### src/rtl/pc_run_monitor_pkg.sv
// Shared types and constants for the run-control monitor.
package pc_run_monitor_pkg;

    typedef enum logic [2:0] {
        ST_IDLE = 3'd0,
        ST_RUN  = 3'd1,
        ST_PASS = 3'd2,
        ST_FAIL = 3'd3
    } state_e;

    typedef enum logic [1:0] {
        CAUSE_SIG     = 2'd0,
        CAUSE_HALT    = 2'd1,
        CAUSE_STALL   = 2'd2,
        CAUSE_TIMEOUT = 2'd3
    } cause_e;

    localparam logic [31:0] DEFAULT_PASS_CODE = 32'h0000_0001;

endpackage

### src/rtl/pc_run_monitor_sat_counter.sv
// Saturating up-counter; o_nxt exposes the value being written this edge so
// the owner can act on the updated count without waiting a cycle.
module sat_counter #(
    parameter int W = 32
) (
    input  logic         i_clk,
    input  logic         i_rst,
    input  logic         i_clr,
    input  logic         i_inc,
    output logic [W-1:0] o_cnt,
    output logic [W-1:0] o_nxt
);
    logic [W-1:0] r_cnt;
    logic [W-1:0] w_base;

    // clr and inc together load 1
    always_comb begin
        w_base = i_clr ? '0 : r_cnt;
        o_nxt  = (i_inc && !(&w_base)) ? w_base + W'(1) : w_base;
    end

    always_ff @(posedge i_clk or posedge i_rst) begin
        if (i_rst) r_cnt <= '0;
        else       r_cnt <= o_nxt;
    end

    assign o_cnt = r_cnt;
endmodule

### src/rtl/pc_run_monitor.sv
// Watches core PC / retire strobe / signature port and latches a sticky
// pass/fail verdict with its cause: SIG > HALT > STALL > TIMEOUT.
module pc_run_monitor
    import pc_run_monitor_pkg::*;
#(
    parameter int          PC_W        = 32,
    parameter int          CNT_W       = 32,
    parameter int          MAX_CYCLES  = 8000,
    parameter int          HALT_REPEAT = 4,
    parameter int          STALL_LIMIT = 64,
    parameter logic [31:0] PASS_CODE   = DEFAULT_PASS_CODE
) (
    input  logic             i_clk,
    input  logic             i_reset,
    input  logic             i_enable,
    input  logic [PC_W-1:0]  i_pc,
    input  logic             i_insn_vld,
    input  logic             i_sig_vld,
    input  logic [31:0]      i_sig_data,
    output logic [2:0]       o_state,
    output logic             o_done,
    output logic             o_pass,
    output logic [1:0]       o_cause,
    output logic [CNT_W-1:0] o_cycle_cnt,
    output logic [CNT_W-1:0] o_insn_cnt,
    output logic [PC_W-1:0]  o_halt_pc,
    output logic [31:0]      o_sig
);
    state_e            r_state;
    cause_e            r_cause;
    logic              r_done, r_pass;
    logic [PC_W-1:0]   r_last_pc, r_halt_pc;
    logic [31:0]       r_sig;

    logic              w_run_en, w_same_pc;
    logic [CNT_W-1:0]  w_cyc_nxt, w_insn_nxt, w_stall_cnt, w_stall_nxt, w_rep_cnt, w_rep_nxt;
    logic              w_sig, w_halt, w_stall, w_tmo, w_term, w_pass;
    cause_e            w_cause;
    logic              w_unused;

    assign w_run_en  = (r_state == ST_RUN) && i_enable;
    assign w_same_pc = (i_pc == r_last_pc);

    sat_counter #(.W(CNT_W)) u_cyc (
        .i_clk(i_clk), .i_rst(i_reset), .i_clr(1'b0), .i_inc(w_run_en),
        .o_cnt(o_cycle_cnt), .o_nxt(w_cyc_nxt));

    sat_counter #(.W(CNT_W)) u_insn (
        .i_clk(i_clk), .i_rst(i_reset), .i_clr(1'b0), .i_inc(w_run_en && i_insn_vld),
        .o_cnt(o_insn_cnt), .o_nxt(w_insn_nxt));

    sat_counter #(.W(CNT_W)) u_stall (
        .i_clk(i_clk), .i_rst(i_reset),
        .i_clr(w_run_en && i_insn_vld), .i_inc(w_run_en && !i_insn_vld),
        .o_cnt(w_stall_cnt), .o_nxt(w_stall_nxt));

    // a retirement at a new PC restarts the run at 1
    sat_counter #(.W(CNT_W)) u_rep (
        .i_clk(i_clk), .i_rst(i_reset),
        .i_clr(w_run_en && i_insn_vld && !w_same_pc), .i_inc(w_run_en && i_insn_vld),
        .o_cnt(w_rep_cnt), .o_nxt(w_rep_nxt));

    assign w_unused = ^{w_insn_nxt, w_stall_cnt, w_rep_cnt};

    assign w_sig   = w_run_en && i_sig_vld;
    assign w_halt  = w_run_en && i_insn_vld && (w_rep_nxt >= CNT_W'(HALT_REPEAT));
    assign w_stall = w_run_en && !i_insn_vld && (w_stall_nxt >= CNT_W'(STALL_LIMIT));
    assign w_tmo   = w_run_en && (w_cyc_nxt >= CNT_W'(MAX_CYCLES));

    always_comb begin
        w_term  = 1'b1;
        w_pass  = 1'b0;
        w_cause = CAUSE_SIG;
        if (w_sig) begin
            w_pass = (i_sig_data == PASS_CODE);
        end else if (w_halt) begin
            w_cause = CAUSE_HALT;
            w_pass  = 1'b1;
        end else if (w_stall) begin
            w_cause = CAUSE_STALL;
        end else if (w_tmo) begin
            w_cause = CAUSE_TIMEOUT;
        end else begin
            w_term = 1'b0;
        end
    end

    always_ff @(posedge i_clk or posedge i_reset) begin
        if (i_reset) begin
            r_state   <= ST_IDLE;
            r_cause   <= CAUSE_SIG;
            r_done    <= 1'b0;
            r_pass    <= 1'b0;
            r_last_pc <= '0;
            r_halt_pc <= '0;
            r_sig     <= '0;
        end else begin
            if (w_run_en && i_insn_vld) r_last_pc <= i_pc;
            case (r_state)
                ST_IDLE: if (i_enable) r_state <= ST_RUN;
                ST_RUN: begin
                    if (w_term) begin
                        r_state   <= w_pass ? ST_PASS : ST_FAIL;
                        r_done    <= 1'b1;
                        r_pass    <= w_pass;
                        r_cause   <= w_cause;
                        r_halt_pc <= i_pc;
                    end
                    if (w_sig) r_sig <= i_sig_data;
                end
                default: ;
            endcase
        end
    end

    assign o_state   = r_state;
    assign o_done    = r_done;
    assign o_pass    = r_pass;
    assign o_cause   = r_cause;
    assign o_halt_pc = r_halt_pc;
    assign o_sig     = r_sig;
endmodule

### config.mk
export PLATFORM = sky130hd
export DESIGN_NAME = pc_run_monitor
export DESIGN_NICKNAME = d
export VERILOG_FILES = /design/src/rtl/pc_run_monitor_pkg.sv /design/src/rtl/pc_run_monitor_sat_counter.sv /design/src/rtl/pc_run_monitor.sv
export SDC_FILE = /design/constraint.sdc
export NUM_CORES = 1
export LEC_CHECK = 0
export ABC_AREA = 1
export CORE_MARGIN = 4
export CORE_UTILIZATION = 49
export CTS_CLUSTER_SIZE = 10
export DETAILED_ROUTE_END_ITERATION = 8
export GPL_TIMING_DRIVEN = 1
export HOLD_SLACK_MARGIN = 0.1
export MAX_ROUTING_LAYER = met4
export PLACE_DENSITY = 0.85
export SYNTH_ARGS = -nofsm -noshare
export SYNTH_HDL_FRONTEND = slang
export SYNTH_SLANG_ARGS = --single-unit
### constraint.sdc
create_clock -name i_clk -period 8.4 [get_ports i_clk]
set_input_delay 2.52 -clock i_clk [delete_from_list [all_inputs] [get_ports i_clk]]
set_output_delay 2.52 -clock i_clk [all_outputs]
set_load 0.02 [all_outputs]
Word level (Yosys, flattened, before mapping)
Index checks and enable logic that the tools add are counted.
{ "word_totals": {"ff_bits": 231, "elab_cells": 69} }
{ "classes": {"n_addsub": 4, "order_cmp": 3, "n_eq_ne": 5, "mux": 19, "n_reduce_logical": 27} }
{ "op_table": {"columns": ["operator", "count"], "rows": [
  ["2-to-1 mux 32 bit", 5],
  ["adder 32 x 1 -> 32 bit, second input constant", 4],
  ["AND reduction 32 bit", 4],
  ["== test 32 x 1 -> 1 bit, second input constant", 1],
  ["== test 32 bit", 1],
  [">= comparator 32 x 13 -> 1 bit, second input constant", 1],
  [">= comparator 32 x 3 -> 1 bit, second input constant", 1],
  [">= comparator 32 x 7 -> 1 bit, second input constant", 1],
  ["logical AND 1 bit", 12],
  ["2-to-1 mux 2 bit", 4],
  ["2-to-1 mux 1 bit", 7],
  ["logical NOT 1 bit", 6],
  ["2-to-1 mux 3 bit", 2],
  ["case mux 3 bit (2 select lines)", 1],
  ["!= test 2 bit, second input constant", 2],
  ["AND reduction 2 bit", 2],
  ["== test 3 x 1 -> 1 bit, second input constant", 1],
  ["logical NOT 3 bit", 1],
  ["AND reduction 3 bit", 1],
  ["nonzero test 2 bit", 1]
]} }

Depth between registers and ports, before layout
{ "depth": {"ltp_word": 16, "ltp_mapped": 36, "depth_no_buf": 32} }

Modules after synthesis
Synthesis repeated with hierarchy kept, for this count alone.
{ "hier_totals": {"cells_unflattened": 2284, "hier_area_um2": 14791.7} }
{ "modules_own_cells": {"columns": ["module", "instances", "cells_per_inst", "area_each_um2", "seq_area_each_um2"], "rows": [
  ["sat_counter", 4, 416, 2492.4, 800.8],
  ["pc_run_monitor", 1, 620, 4822.1, 2552.4]
]} }

Least setup slack after synthesis
No wires, ideal clock.
{ "synth_path": {"kind": "in2reg", "start": "in i_pc[19]", "end": "reg r_halt_pc[10] (netlist: o_halt_pc[10])", "setup_time_ns": 0.065, "t_arrival_ns": 5.932, "slack_ns": 2.404, "cell_stages": 35, "path_buffers": 5, "path_cell_list": "inv_1 -> nand2_1 -> nand2_1 -> nand2_1 -> nor2_1 -> nand2_1 -> nor2_1 -> nand2_1 -> nand2_4 -> buf_4 -> buf_4 -> clkinv_1 -> nor2_1 -> ha_1 -> nand2_1 -> inv_1 -> nand3_2 -> nor2_4 -> nand2_4 -> nor2_8 -> nand2_4 -> nand2_4 -> inv_2 -> buf_6 -> nand2_1 -> nand2_2 -> nor2_1 -> nand2_1 -> nor2_1 -> nand3_1 -> nand2_2 -> buf_6 -> buf_8 -> nand3_2 -> nand2_1"} }
{ "synth_between": {"elab_chain_cells": 13, "elab_cells_between_ends": 14} }
{ "synth_lines": {"columns": ["item", "line", "text"], "rows": [
  ["from (decl)", "pc_run_monitor.sv:16", "input logic [PC_W-1:0] i_pc,"],
  ["== test 32 bit *", "pc_run_monitor.sv:42", "assign w_same_pc = (i_pc == r_last_pc);"],
  ["logical NOT 1 bit *", "pc_run_monitor.sv:60", ".i_clr(w_run_en && i_insn_vld && !w_same_pc), .i_inc(w_run_en && i_insn_vld),"],
  ["logical AND 1 bit *", "pc_run_monitor.sv:60", null],
  ["2-to-1 mux 32 bit *", "pc_run_monitor_sat_counter.sv:18", "w_base = i_clr ? '0 : r_cnt;"],
  ["parallel branches: the longest is 3 deep, another holds adder 32 x 1 -> 32 bit", null, null],
  ["2-to-1 mux 32 bit *", "pc_run_monitor_sat_counter.sv:19", "o_nxt = (i_inc && !(&w_base)) ? w_base + W'(1) : w_base;"],
  ["net u_rep.o_nxt[31]", "pc_run_monitor_sat_counter.sv:11", "output logic [W-1:0] o_nxt"],
  [">= comparator 32 x 3 -> 1 bit *", "pc_run_monitor.sv:66", "assign w_halt = w_run_en && i_insn_vld && (w_rep_nxt >= CNT_W'(HALT_REPEAT));"],
  ["logical AND 1 bit *", "pc_run_monitor.sv:66", null],
  ["2-to-1 mux 1 bit *", "pc_run_monitor.sv:76", "end else if (w_halt) begin"],
  ["2-to-1 mux 1 bit *", "pc_run_monitor.sv:74", "if (w_sig) begin"],
  ["AND reduction 2 bit (no source line) *", null, null],
  ["to (signal assigned)", "pc_run_monitor.sv:107", "r_halt_pc <= i_pc;"],
  ["to (decl)", "pc_run_monitor.sv:32", "logic [PC_W-1:0] r_last_pc, r_halt_pc;"]
]} }
Mark *: on every way through the listed nets, which the timed path passes.
A chain may end at the register's enable or synchronous reset.

Worst setup path after layout
{ "layout_path": {"start": "in i_pc[2]", "end": "reg r_done (netlist: o_done)"} }
{ "layout_between": {"elab_chain_cells": 13, "elab_cells_between_ends": 14} }
{ "layout_lines": {"columns": ["item", "line", "text"], "rows": [
  ["== test 32 bit *", "pc_run_monitor.sv:42", null],
  ["logical NOT 1 bit *", "pc_run_monitor.sv:60", null],
  ["logical AND 1 bit *", "pc_run_monitor.sv:60", null],
  ["2-to-1 mux 32 bit *", "pc_run_monitor_sat_counter.sv:18", null],
  ["parallel branches: the longest is 3 deep, another holds adder 32 x 1 -> 32 bit", null, null],
  ["2-to-1 mux 32 bit *", "pc_run_monitor_sat_counter.sv:19", null],
  ["net u_rep.o_nxt[17]", "pc_run_monitor_sat_counter.sv:11", null],
  [">= comparator 32 x 3 -> 1 bit *", "pc_run_monitor.sv:66", null],
  ["logical AND 1 bit *", "pc_run_monitor.sv:66", null],
  ["2-to-1 mux 1 bit *", "pc_run_monitor.sv:76", null],
  ["2-to-1 mux 1 bit *", "pc_run_monitor.sv:74", null],
  ["AND reduction 2 bit (no source line) *", null, null],
  ["to (signal assigned)", "pc_run_monitor.sv:92", "r_done <= 1'b0;"],
  ["to (signal assigned)", "pc_run_monitor.sv:104", "r_done <= 1'b1;"],
  ["to (decl)", "pc_run_monitor.sv:31", "logic r_done, r_pass;"]
]} }
Marks and branches as above.

==> flow_metrics.tcl <==
set metrics [dict create \
    max_stage_delay_ns 0.56 \
    die_x_microns 170 \
    drc 0 \
    gr-total-overflow 0 \
    gp_congestion 0.943 \
    nets 2012 \
    clkLatencyLatePin_ns 0.55 \
    cts_tree "built" \
    die_h_microns 170 \
    vias 12000 \
    finalPower_mw 2.23 \
    fmaxAchievable_mhz 139 \
    io_pins 204 \
    dieArea_sq_um 29000 \
    drive_gt1_share_pct 4.73 \
    irDropWorstVdd_v 0.000126 \
    antenna_left 0 \
    synth_top_cell_by_area "dfrtp_1" \
    synth_nets 1821 \
    clock_skew_ns 0.0234 \
    clockRootBuffer "clkbuf_16" \
    design_area_sq_um 15900 \
    setup_slack_ns 1.22 \
    fin_crit_sh_pct 85.5 \
    final_cell_mix "nand2_1, dfrtp_1, clkdlybuf4s50_1" \
    area_delta_synth_final_pct 23.0 \
    synth-seq-cells 230 \
    crit_path_start_kind "input pin" \
    regArea_sq_um 5760 \
    mostFrequentLayoutCell "nand2_1" \
    synthTopCellsByArea "dfrtp_1, nand2_1, nor2_1" \
    post_cts_resized 0 \
    synth_top_area_share_pct 44.7 \
    first_iter_violations 878 \
    required_ns 8.82 \
    setup_tns_ns 0 \
    grt_max_degree 152 \
    power.density_nw_per_um2 140 \
    synth_edf_count 0 \
    routedWlPerCell_microns 15.7 \
    cpMostUsedCell "nand2_1" \
    nFillCells 2276 \
    rows 59 \
    clk_pin_slew_ns 0.06 \
    hpwl_mm 26.2 \
    ys.flop_type "dfrtp_1" \
    fin_crit_ns 7.18 \
    arrival_ns 7.61 \
    clock_path_buffers 3 \
    maxSlewViolCount 0 \
    setup_viol 0 \
    hold_viol 0 \
    path_class "in2reg" \
    grt_pass1_vias 12000 \
    worst_pin_slew_ns 1.04 \
    synthArstFlopShare_pct 100 \
    slew_headroom_pct 30.3 \
    grt_use_total_pct 25.4 \
    cts_hold_buf 0 \
    netlist_instances 1748 \
    antenna_cells 0 \
    pre_cts_ws_ns 0.776 \
    cap_viol_max_count 0 \
    avgSynthCellArea_sq_um 7.37 \
    grt_pass1_wl_mm 58.9 \
    leakagePower_nw 7.93 \
    synthesis.area_sq_um 12900 \
    rsz0062_at_grt "no" \
    portBuffers 202 \
    initial_utilization_pct 49.6 \
    drt-total-wl_mm 35.9 \
    htree_levels 1 \
    status "finished clean" \
    cpMaxStageDelayCell "clkdlybuf4s50_1" \
    multi_input_area_sq_um 6170 \
    cts.sinks 230 \
    coreArea_sq_um 26000 \
    grt_antenna_before_repair 0 \
    yosysWarningCount 0 \
    hold_class "reg2reg" \
    first_pass_iters 5 \
    ys_seq_area_share_pct 44.7 \
    cts_setup_buffers 0 \
    vias_per_cell 5.28 \
    crit_fanout 33 \
    ys_types 36 \
    end_kind "register" \
    numCtsBuffers 27 \
    fin_hold_ws_ns 0.473 \
    postPlaceCellArea_sq_um 15100 \
]
[through the flow]
stage          util [%]  instances
2_1_floorplan         -       1748
3_3_place_gp       58.1       2245
3_5_place_dp       58.1       2245
4_1_cts            61.0       2281
5_1_grt            61.0       2281
6_report           61.0       2281
[metal layers]
| metal | GRT usage (%) | share of wire, % | vias to the layer above |
|---|---|---|---|
| met5 | - | 0 | - |
| met4 | 7.15 | 2.9 | 0 |
| met3 | 5.71 | 8.0 | 78 |
| met2 | 40.8 | 47 | 453 |
| met1 | 32.6 | 42 | 5690 |
| li1 | - | - | 5816 |
[final timing paths]
kind	startpoint	endpoint	slack, ns	depth (start not counted)
max in group asynchronous	i_reset	u_cyc.o_cnt[20]	4.98	3
min in group asynchronous	i_reset	u_insn.o_cnt[22]	2.23	2
worst max-delay path	i_pc[2]	o_done	1.22	29
worst min register to register	o_done	o_done	0.47	1
worst max register to register	r_last_pc[3]	o_done	3.32	28
worst min-delay path	o_done	o_done	0.47	1
[registers in the layout, summed over array words and instances (netlist names)]
name / flops
u_stall.o_cnt: 32
o_halt_pc: 32
r_last_pc: 32
o_sig: 32
u_rep.o_cnt: 32
o_pass: 1
o_state: 2
o_cause: 2
u_insn.o_cnt: 32
o_done: 1
u_cyc.o_cnt: 32
[cells by family (layout without fill, tap and decap cells)]
family,count (synthesis),count (layout),synth area share [%]
and+or+nand+nor,1117,1117,37.3
DFF,230,230,44.7
buffers and inverters,225,423,7.50
xor gates and xnor gates,118,118,8.02
AOI/OAI and AO/OA,53,53,2.12
adders and majority gates,4,4,0.388
other,1,1,0.0291
[power breakdown]
| group | total [mW] | internal (mW) | leakage, nW | switching [mW] |
|---|---|---|---|---|
| Sequential | 1.11 | 1.11 | 3.06 | 0 |
| Combinational | 0.0791 | 0.0354 | 4.50 | 0.0437 |
| Clock | 1.04 | 0.596 | 0.364 | 0.443 |
[worst max-delay path, delay by kind of cell]
kind	cells	cell delay [ns]
and+or+nand+nor	23	3.63
buffers and inverters	4	0.98
adders and majority gates	1	0.26
xor gates and xnor gates	1	0.16
[cell type report]
type / count / share of cell area [%]
Clock buffer: 35 / 4.58
Clock inverter: 1 / 0.126
Inverter: 176 / 4.19
Multi-Input combinational cell: 1293 / 38.9
Sequential cell: 230 / 36.3
Tap cell: 335 / 2.64
Timing Repair Buffer: 211 / 13.3
[cell usage after synthesis (5+ instances only)]
cell type,number
nor3_1,48
xnor2_1,45
buf_2,17
nor4_1,16
buf_4,6
inv_1,167
o21ai_0,23
a21oi_1,14
nand2_2,8
xor2_1,73
o21ai_1,13
inv_2,7
nand4_1,33
nand2_1,663
buf_6,9
nor2_1,188
nand2_4,6
nor2_2,5
clkbuf_1,12
dfrtp_1,230
nand3_1,115
nand3b_1,6
nand3_2,17
Power figures use the tool's default switching activity.
